**src/rtl/multicycle_ctrl.sv**
```systemverilog
// Main control FSM of the multicycle RV32I core: sequences fetch/decode/execute/memory/writeback.
// Optional MEM_WAIT_EN: FETCH, MEMREAD and MEMWRITE stall until mem_ready=1.
module multicycle_ctrl (
    input  logic       clk,
    input  logic       rst_n,
    input  logic [6:0] op,
    input  logic [2:0] funct3,
    input  logic       funct7b5,
    input  logic       zero,
    input  logic       mem_ready,
    output logic       pc_write,
    output logic       adr_src,
    output logic       mem_write,
    output logic       ir_write,
    output logic       reg_write,
    output logic [1:0] result_src,
    output logic [1:0] alu_src_a,
    output logic [1:0] alu_src_b,
    output logic [1:0] imm_src,
    output logic [3:0] alu_control,
    output logic       instr_done,
    output logic       illegal,
    output logic [3:0] state
);

    typedef enum logic [3:0] {
        S_FETCH    = 4'd0,
        S_DECODE   = 4'd1,
        S_MEMADR   = 4'd2,
        S_MEMREAD  = 4'd3,
        S_MEMWB    = 4'd4,
        S_MEMWRITE = 4'd5,
        S_EXECR    = 4'd6,
        S_ALUWB    = 4'd7,
        S_EXECI    = 4'd8,
        S_BRANCH   = 4'd9,
        S_ERR      = 4'd15
    } state_t;

    localparam logic [6:0] OP_LOAD   = 7'b0000011;
    localparam logic [6:0] OP_STORE  = 7'b0100011;
    localparam logic [6:0] OP_RTYPE  = 7'b0110011;
    localparam logic [6:0] OP_ITYPE  = 7'b0010011;
    localparam logic [6:0] OP_BRANCH = 7'b1100011;

    localparam logic [3:0] ALU_ADD = 4'd0;
    localparam logic [3:0] ALU_SUB = 4'd1;
    localparam logic [3:0] ALU_AND = 4'd2;
    localparam logic [3:0] ALU_OR  = 4'd3;
    localparam logic [3:0] ALU_XOR = 4'd4;
    localparam logic [3:0] ALU_SLT = 4'd5;
    localparam logic [3:0] ALU_SLL = 4'd6;
    localparam logic [3:0] ALU_SRL = 4'd7;
    localparam logic [3:0] ALU_SRA = 4'd8;

    state_t cur, nxt;
    logic   mem_ok;
    logic [3:0] alu_r, alu_i;
    logic   branch_ok;

`ifdef MEM_WAIT_EN
    assign mem_ok = mem_ready;
`else
    logic unused_mem_ready;
    assign unused_mem_ready = mem_ready;
    assign mem_ok = 1'b1;
`endif

    always_ff @(posedge clk or negedge rst_n) begin
        if (!rst_n) cur <= S_FETCH;
        else        cur <= nxt;
    end

    assign state     = cur;
    assign illegal   = (cur == S_ERR);
    assign branch_ok = (funct3 == 3'b000) || (funct3 == 3'b001);

    // Register-register and immediate ALU decode; only R-type uses funct7b5 to pick sub.
    always_comb begin
        alu_r = ALU_ADD;
        alu_i = ALU_ADD;
        case (funct3)
            3'b000: begin
                alu_r = funct7b5 ? ALU_SUB : ALU_ADD;
                alu_i = ALU_ADD;
            end
            3'b001: begin alu_r = ALU_SLL; alu_i = ALU_SLL; end
            3'b010: begin alu_r = ALU_SLT; alu_i = ALU_SLT; end
            3'b011: begin alu_r = ALU_SLT; alu_i = ALU_SLT; end
            3'b100: begin alu_r = ALU_XOR; alu_i = ALU_XOR; end
            3'b101: begin
                alu_r = funct7b5 ? ALU_SRA : ALU_SRL;
                alu_i = funct7b5 ? ALU_SRA : ALU_SRL;
            end
            3'b110: begin alu_r = ALU_OR;  alu_i = ALU_OR;  end
            default: begin alu_r = ALU_AND; alu_i = ALU_AND; end
        endcase
    end

    always_comb begin
        imm_src = 2'b00;
        case (op)
            OP_STORE:  imm_src = 2'b01;
            OP_BRANCH: imm_src = 2'b10;
            OP_ITYPE:  imm_src = (funct3 == 3'b001 || funct3 == 3'b101) ? 2'b11 : 2'b00;
            default:   imm_src = 2'b00;
        endcase
    end

    always_comb begin
        nxt         = cur;
        pc_write    = 1'b0;
        adr_src     = 1'b0;
        mem_write   = 1'b0;
        ir_write    = 1'b0;
        reg_write   = 1'b0;
        result_src  = 2'b00;
        alu_src_a   = 2'b00;
        alu_src_b   = 2'b00;
        alu_control = ALU_ADD;
        instr_done  = 1'b0;
        case (cur)
            S_FETCH: begin
                alu_src_b  = 2'b10;
                result_src = 2'b10;
                ir_write   = mem_ok;
                pc_write   = mem_ok;
                if (mem_ok) nxt = S_DECODE;
            end
            S_DECODE: begin
                alu_src_a = 2'b01;
                alu_src_b = 2'b01;
                case (op)
                    OP_LOAD, OP_STORE: nxt = S_MEMADR;
                    OP_RTYPE:          nxt = S_EXECR;
                    OP_ITYPE:          nxt = S_EXECI;
                    OP_BRANCH:         nxt = S_BRANCH;
                    default:           nxt = S_ERR;
                endcase
            end
            S_MEMADR: begin
                alu_src_a = 2'b10;
                alu_src_b = 2'b01;
                nxt       = op[5] ? S_MEMWRITE : S_MEMREAD;
            end
            S_MEMREAD: begin
                adr_src = 1'b1;
                if (mem_ok) nxt = S_MEMWB;
            end
            S_MEMWB: begin
                result_src = 2'b01;
                reg_write  = 1'b1;
                instr_done = 1'b1;
                nxt        = S_FETCH;
            end
            S_MEMWRITE: begin
                adr_src    = 1'b1;
                mem_write  = 1'b1;
                instr_done = mem_ok;
                if (mem_ok) nxt = S_FETCH;
            end
            S_EXECR: begin
                alu_src_a   = 2'b10;
                alu_control = alu_r;
                nxt         = S_ALUWB;
            end
            S_ALUWB: begin
                reg_write  = 1'b1;
                instr_done = 1'b1;
                nxt        = S_FETCH;
            end
            S_EXECI: begin
                alu_src_a   = 2'b10;
                alu_src_b   = 2'b01;
                alu_control = alu_i;
                nxt         = S_ALUWB;
            end
            S_BRANCH: begin
                alu_src_a   = 2'b10;
                alu_control = ALU_SUB;
                // Unsupported branch conditions must not redirect the PC on their way to ERR.
                if (branch_ok) begin
                    pc_write   = zero ^ funct3[0];
                    instr_done = 1'b1;
                    nxt        = S_FETCH;
                end else begin
                    nxt = S_ERR;
                end
            end
            S_ERR:   nxt = S_ERR;
            default: nxt = S_ERR;
        endcase
    end

endmodule

```
**config.mk**
```make
export PLATFORM = sky130hd
export DESIGN_NAME = multicycle_ctrl
export DESIGN_NICKNAME = d
export VERILOG_FILES = /design/src/rtl/multicycle_ctrl.sv
export SDC_FILE = /design/constraint.sdc
export NUM_CORES = 1
export LEC_CHECK = 0
export CAP_MARGIN = 20
export CORE_MARGIN = 1.5
export CORE_UTILIZATION = 34
export CTS_BUF_LIST = sky130_fd_sc_hd__clkbuf_8
export DETAILED_ROUTE_END_ITERATION = 8
export GPL_TIMING_DRIVEN = 0
export HOLD_SLACK_MARGIN = 0.05
export PLACE_DENSITY_LB_ADDON = 0.1
export SLEW_MARGIN = 25
export SYNTH_ARGS = -nofsm -noshare
export SYNTH_HDL_FRONTEND = slang
export SYNTH_SLANG_ARGS = --single-unit
```
**constraint.sdc**
```tcl
create_clock -name clk -period 1.3 [get_ports clk]
set_input_delay 0.26 -clock clk [delete_from_list [all_inputs] [get_ports clk]]
set_output_delay 0.26 -clock clk [all_outputs]
set_load 0.02 [all_outputs]
```
==> impl_metrics.env, run 1 <==
export IMPL_setup_viol_count_final=22
export IMPL_power_density_nw_per_um2=332.7
export IMPL_yosys_area_top_type="dfrtp_1"
export IMPL_outcome="finished, violations left"
export IMPL_drt_vias_per_instance=6.080
export IMPL_sequentialPowerShare=0.237
export IMPL_place_congestion=0.7658
export IMPL_violations="negative setup slack"
export IMPL_synth_xor_area_frac=0.05726
export IMPL_syn_area_um2=611.8
export IMPL_p_sw_frac=0.2843
export IMPL_hold_viol=0
export IMPL_path_cells="buf_4 -> buf_8 -> nand2b_4 -> a21boi_1 -> o22ai_2 -> buf_4"
export IMPL_synth_simple_area_share=0.3620
export IMPL_drc=0
export IMPL_synthTopCellsByCount="7 x buf_2, 7 x nor2_1, 7 x nor3_1, 6 x a21oi_1, 5 x o21ai_0"
export IMPL_fin_crit_ns=1.928
export IMPL_fin_skew_ns=0.002805
export IMPL_fin_hold_ws_ns=0.2742
export IMPL_synth_top_family_by_area="simple AND/OR/NAND/NOR gates"
export IMPL_end_kind="primary output"
export IMPL_slew_headroom=0.6905
export IMPL_setup_tns_ns=-8.882
export IMPL_pre_cts_slack_ns=-0.9959
export IMPL_track_usage=0.2837
export IMPL_max_freq_ghz=0.5187
export IMPL_yosysUniqueCellTypes=34
export IMPL_max_slew_worst_pin_slew_ns=0.4631
export IMPL_wire_per_inst_um=21.11
export IMPL_critical_path_slowest_cell="dfrtp_2"
export IMPL_vdd_ir_drop_max_mv=0.4652
export IMPL_syn_nets=101
export IMPL_coreArea_um2=1708
export IMPL_synthMuxAreaShare=0
export IMPL_cp_arrival_ns=1.67
export IMPL_cts_buffers=3
export IMPL_slowest_delay_ns=0.40
export IMPL_fin_ws_ns=-0.6279
export IMPL_numPortBuffers=34
export IMPL_grt_max_degree=11
export IMPL_die_h_um=45.42
export IMPL_wl_um=3716
export IMPL_synth_cells=86
export IMPL_ys_warn_count=0
export IMPL_antenna_found_initial=0
export IMPL_p_clk_frac=0.541
export IMPL_r2r_slack_ns=-0.47
export IMPL_die_w_um=45.42
export IMPL_synth_compound_area_frac=0.3108
export IMPL_syn_to_final_growth_pct=158.9
export IMPL_dieArea_um2=2063
export IMPL_via_count=1070
export IMPL_rows=15
export IMPL_maxCapViolCount=0
export IMPL_worst_path_max_fanout=8
export IMPL_ant_nets=0
export IMPL_p_int_mw=0.3772
export IMPL_fin_cells=176
export IMPL_period_share=1.483
export IMPL_ys_seq_area_frac=0.1636
export IMPL_required_ns=1.04
export IMPL_synthFlopType="dfrtp_1"
export IMPL_switchingPower_mw=0.1498
export IMPL_cts_max_level=1
export IMPL_async_flop_share=1.000
export IMPL_drive_gt1_frac=0.7020
export IMPL_place_inst=145
export IMPL_synthAdderAreaFrac=0
export IMPL_drt_initial_drc_count=56
export IMPL_firstDrtPassIters=5
export IMPL_grt_pass1_wl_um=4264
export IMPL_cts_num_sinks=4
export IMPL_clkTransAtPathRegs_ns=0.04
export IMPL_final_nets=168
export IMPL_ys_top_cells_by_area="dfrtp_1 16%, buf_2 5.7%, nor3_1 5.7%"
export IMPL_criticalPathCategory="reg -> out"
export IMPL_synth_edf_count=0
export IMPL_ys_ff_latch=4
export IMPL_first_global_vias=928
export IMPL_final_max_slew_viol_count=0
export IMPL_cts_max_path_buffers=2
export IMPL_synth_avg_cell_area_um2=7.114
export IMPL_synth_top_area_share=0.1636
export IMPL_finalPower_mw=0.5270
export IMPL_holdBufCountCts=0
export IMPL_num_antenna_cells=0
export IMPL_rsz0062_at_grt="true"
export IMPL_initial_core_util=0.3582
export IMPL_largest_reg_flops=4
export IMPL_clkLatencyLatePin_ns=0.22
export IMPL_pin_count=38
export IMPL_crit_top_cell="buf_4"
export IMPL_hp_class="in -> async"
export IMPL_p_comb_frac=0.222
export IMPL_cts_tree="done"
export IMPL_worst_setup_path_start_kind="register"
export IMPL_clk_root_buffer_cell="clkbuf_8"
export IMPL_grt_ovfl_total=0
export IMPL_hpwl_um=1383
export IMPL_p_leak_nw=0.6955
==> through the flow <==
stage	util	instance area (um^2)
floorplan	-	748.2
global placement	0.6557	1120
detailed placement	0.6557	1120
CTS	0.8505	1453
global route	0.9275	1584
finish	0.9275	1584
==> placed cells by master, fill, tap and decap left out, drive strengths merged, types with 3 or more instances in the layout <==
cell type / Yosys / layout
a21oi: 6 / 6
nand2: 4 / 4
dlygate4sd2: 0 / 4
nor2b: 4 / 4
clkbuf: 0 / 5
nor3: 7 / 7
a211oi: 3 / 3
nor2: 7 / 7
nand3b: 3 / 3
inv: 4 / 4
o21ai: 5 / 5
xor2: 3 / 3
nand2b: 3 / 3
clkdlybuf4s15: 0 / 3
buf: 9 / 60
dfrtp: 4 / 4
o22ai: 3 / 3
==> area by class of cell <==
| class | instances | area, um^2 |
|---|---|---|
| inverter | 4 | 25.02 |
| multi-input combinational | 69 | 693.2 |
| tap | 25 | 31.28 |
| sequential | 4 | 105.1 |
| fill | 61 | 123.9 |
| clock buffer | 3 | 41.29 |
| timing repair buffer | 64 | 598.1 |
| buffer | 7 | 90.09 |
==> critical path: cells and delay by family, from the launching register on <==
kind	cells	cell delay (ns)
compound gates	2	0.41
flops	1	0.40
buf+inv	3	0.48
simple gates	1	0.15
==> logic make-up (layout without fill, tap and decap cells) <==
family                    Yosys count  after routing
and+or+nand+nor                    37             37
DFF                                 4              4
xor gates and xnor gates            4              4
AOI/OAI and AO/OA                  28             28
buffers and inverters              13             78
==> final timing paths <==
path	from	endpoint	depth (start not counted)
setup reg to reg	state[3]	state[2]	7
hold / removal	rst_n	state[1]	1
min in group clk	op[5]	state[1]	4
hold reg to reg	state[0]	state[0]	2
setup / recovery	state[2]	instr_done	6
max in group asynchronous	rst_n	state[2]	1
==> routing by layer <==
| layer | vias to the layer above | global-route usage | part of all wire |
|---|---|---|---|
| met5 | - | 0 | 0 |
| met1 | 504 | 0.3577 | 0.36 |
| li1 | 453 | - | - |
| met4 | 0 | 0.1059 | 0.052 |
| met2 | 93 | 0.4873 | 0.50 |
| met3 | 20 | 0.03571 | 0.081 |
==> what timing repair did <==
item	in CTS	in global routing
resized for setup	180	28
setup endpoints to repair	27	26
pin swaps	15	11
setup buffers	18	11
gates cloned	1	0
==> power by group through the flow <==
stage | combinational (mW) | clock, mW | sequential [mW]
finish | 0.117 | 0.285 | 0.125
global route | 0.122 | 0.295 | 0.125
CTS | 0.105 | 0.269 | 0.125
detailed placement | 0.0941 | 0 | 0.127
global placement | 0.0910 | 0 | 0.127
floorplan | 0.0434 | 0 | 0.127
(Power assumes the default switching activity.)
==> run 2, diff against run 1 <==
--- a/config.mk
+++ b/config.mk
@@ -13,6 +13,7 @@
 export GPL_TIMING_DRIVEN = 0
 export HOLD_SLACK_MARGIN = 0.05
 export PLACE_DENSITY_LB_ADDON = 0.1
+export REMOVE_ABC_BUFFERS = 1
 export SLEW_MARGIN = 25
 export SYNTH_ARGS = -nofsm -noshare
 export SYNTH_HDL_FRONTEND = slang
==> run 2 against run 1 <==
The run still ends with negative setup slack left. Hold slack worse by 0.035 ns. Count of clock-buffer cells in the layout unchanged. Maximum frequency up 5.0%.
==> impl_metrics.env, run 2 (synthesis gave the netlist of run 1 again) <==
export IMPL_num_antenna_cells=0
export IMPL_worst_path_max_fanout=4
export IMPL_antenna_found_initial=0
export IMPL_hold_viol=0
export IMPL_cts_buffers=3
export IMPL_power_density_nw_per_um2=363.1
export IMPL_fillCellCount=112
export IMPL_coreArea_um2=1708
export IMPL_drt_vias_per_instance=5.367
export IMPL_initial_core_util=0.3582
export IMPL_die_h_um=45.42
export IMPL_worstReg2RegStart="state[3]"
export IMPL_pin_count=38
export IMPL_stdcell_area_um2=1359
export IMPL_maxCapViolCount=0
export IMPL_clkLatencyLatePin_ns=0.22
export IMPL_numPortBuffers=36
export IMPL_largest_reg_flops=4
export IMPL_firstDrtPassIters=4
export IMPL_rows=15
export IMPL_r2r_slack_ns=-0.20
export IMPL_dieArea_um2=2063
export IMPL_drive_gt1_frac=0.6667
export IMPL_fin_ws_ns=-0.5367
export IMPL_vdd_ir_drop_max_mv=0.5043
export IMPL_grt_ovfl_total=0
export IMPL_syn_to_final_growth_pct=122.1
export IMPL_ant_nets=0
export IMPL_wl_met3_um=111
export IMPL_first_global_vias=736
export IMPL_die_w_um=45.42
export IMPL_p_leak_nw=0.6050
export IMPL_dpl_cell_area_um2=953.4
export IMPL_grt_max_degree=15
export IMPL_hpwl_um=1207
export IMPL_critical_path_slowest_cell="dfrtp_2"
export IMPL_r2r_cells=5
export IMPL_final_nets=161
export IMPL_end_kind="primary output"
export IMPL_fin_hold_ws_ns=0.2393
export IMPL_slew_headroom=0.7390
export IMPL_place_congestion=0.7517
export IMPL_setup_viol_count_final=21
export IMPL_track_usage=0.2238
export IMPL_rsz0062_at_grt="true"
export IMPL_max_freq_ghz=0.5445
export IMPL_dr_wl_met2_um=1271
export IMPL_required_ns=1.04
export IMPL_cts_tree="done"
export IMPL_path_cells="or3b_4 -> a21o_1 -> nor3b_2 -> buf_4"
export IMPL_period_share=1.413
export IMPL_mostFrequentLayoutCells="32 x buf_4, 20 x buf_6, 7 x nor2_1, 6 x buf_2"
export IMPL_grt_pass1_wl_um=3339
export IMPL_highest_layer="met4"
export IMPL_holdBufCountCts=0
export IMPL_clkTransAtPathRegs_ns=0.03
export IMPL_max_slew_worst_pin_slew_ns=0.3817
export IMPL_fin_skew_ns=0.001585
export IMPL_final_max_slew_viol_count=0
export IMPL_pre_cts_slack_ns=-1.111
export IMPL_worst_setup_path_start_kind="register"
export IMPL_timing_rr_end="state[3]"
export IMPL_drc=0
export IMPL_cp_arrival_ns=1.58
export IMPL_criticalPathCategory="reg -> out"
export IMPL_outcome="finished, violations left"
export IMPL_wl_met1_um=1026
export IMPL_mostFrequentLayoutCell="buf_4"
export IMPL_wl_um=2464
export IMPL_drt_initial_drc_count=22
export IMPL_via_count=907
export IMPL_violations="negative setup slack"
export IMPL_hp_class="in -> async"
export IMPL_finalPower_mw=0.4934
export IMPL_wire_per_inst_um=14.58
export IMPL_slowest_delay_ns=0.43
export IMPL_clk_root_buffer_cell="clkbuf_8"
export IMPL_cts_max_level=1
export IMPL_cts_max_path_buffers=2
export IMPL_cts_num_sinks=4
export IMPL_fin_crit_ns=1.837
-- run 2: where the power goes --
part / switching [mW] / internal (mW) / total [mW]
combinational: 0.0553 / 0.0555 / 0.111
sequential: 0 / 0.125 / 0.125
clock: 0.0602 / 0.197 / 0.257
-- run 2: layer usage --
| metal | global-route usage | vias to the layer above |
|---|---|---|
| li1 | - | 435 |
| met2 | 0.3606 | 39 |
| met3 | 0.02778 | 6 |
| met4 | 0.1176 | 0 |
| met5 | 0 | - |
| met1 | 0.2892 | 427 |
-- run 2: per-stage QoR --
stage	cells	TNS (ns)	utilization
finish	169	-6.768	0.7956
global route	169	-7.830	0.7956
CTS	156	-5.680	0.6842
detailed placement	138	-17.72	0.5582
global placement	138	-17.30	0.5582
floorplan	77	-7.822	-
-- run 2: worst max-delay path: cells and delay by family (launching register included) --
kind	cells	cell delay [ns]
DFF	1	0.43
AOI/OAI and AO/OA	1	0.21
and+or+nand+nor	2	0.57
buffers and inverters	1	0.16
-- run 2: final cells by class --
| type | count | area, um^2 | area share |
|---|---|---|---|
| Tap cell | 25 | 31.28 | 0.02302 |
| Multi-Input combinational cell | 69 | 625.6 | 0.4604 |
| Timing Repair Buffer | 64 | 538.0 | 0.3959 |
| Inverter | 4 | 17.52 | 0.01289 |
| Sequential cell | 4 | 105.1 | 0.07735 |
| Clock buffer | 3 | 41.29 | 0.03039 |
-- run 2: worst max path at each step --
stage	from	end	slack [ns]	cells past startpoint
after floorplan	state[0]	alu_src_b[1]	-0.99	3
after global placement	funct3[2]	instr_done	-1.09	5
after detailed placement	funct3[1]	alu_control[0]	-1.11	5
after CTS	state[1]	alu_control[3]	-0.57	4
after global routing	state[2]	alu_control[3]	-0.59	4
final	state[1]	alu_control[3]	-0.54	4
-- run 2: timing repair --
item / CTS / global route
pin swaps: 12 / 16
endpoints found under the setup margin: 27 / 27
gates resized for setup: 178 / 54
buffers inserted: 15 / 16
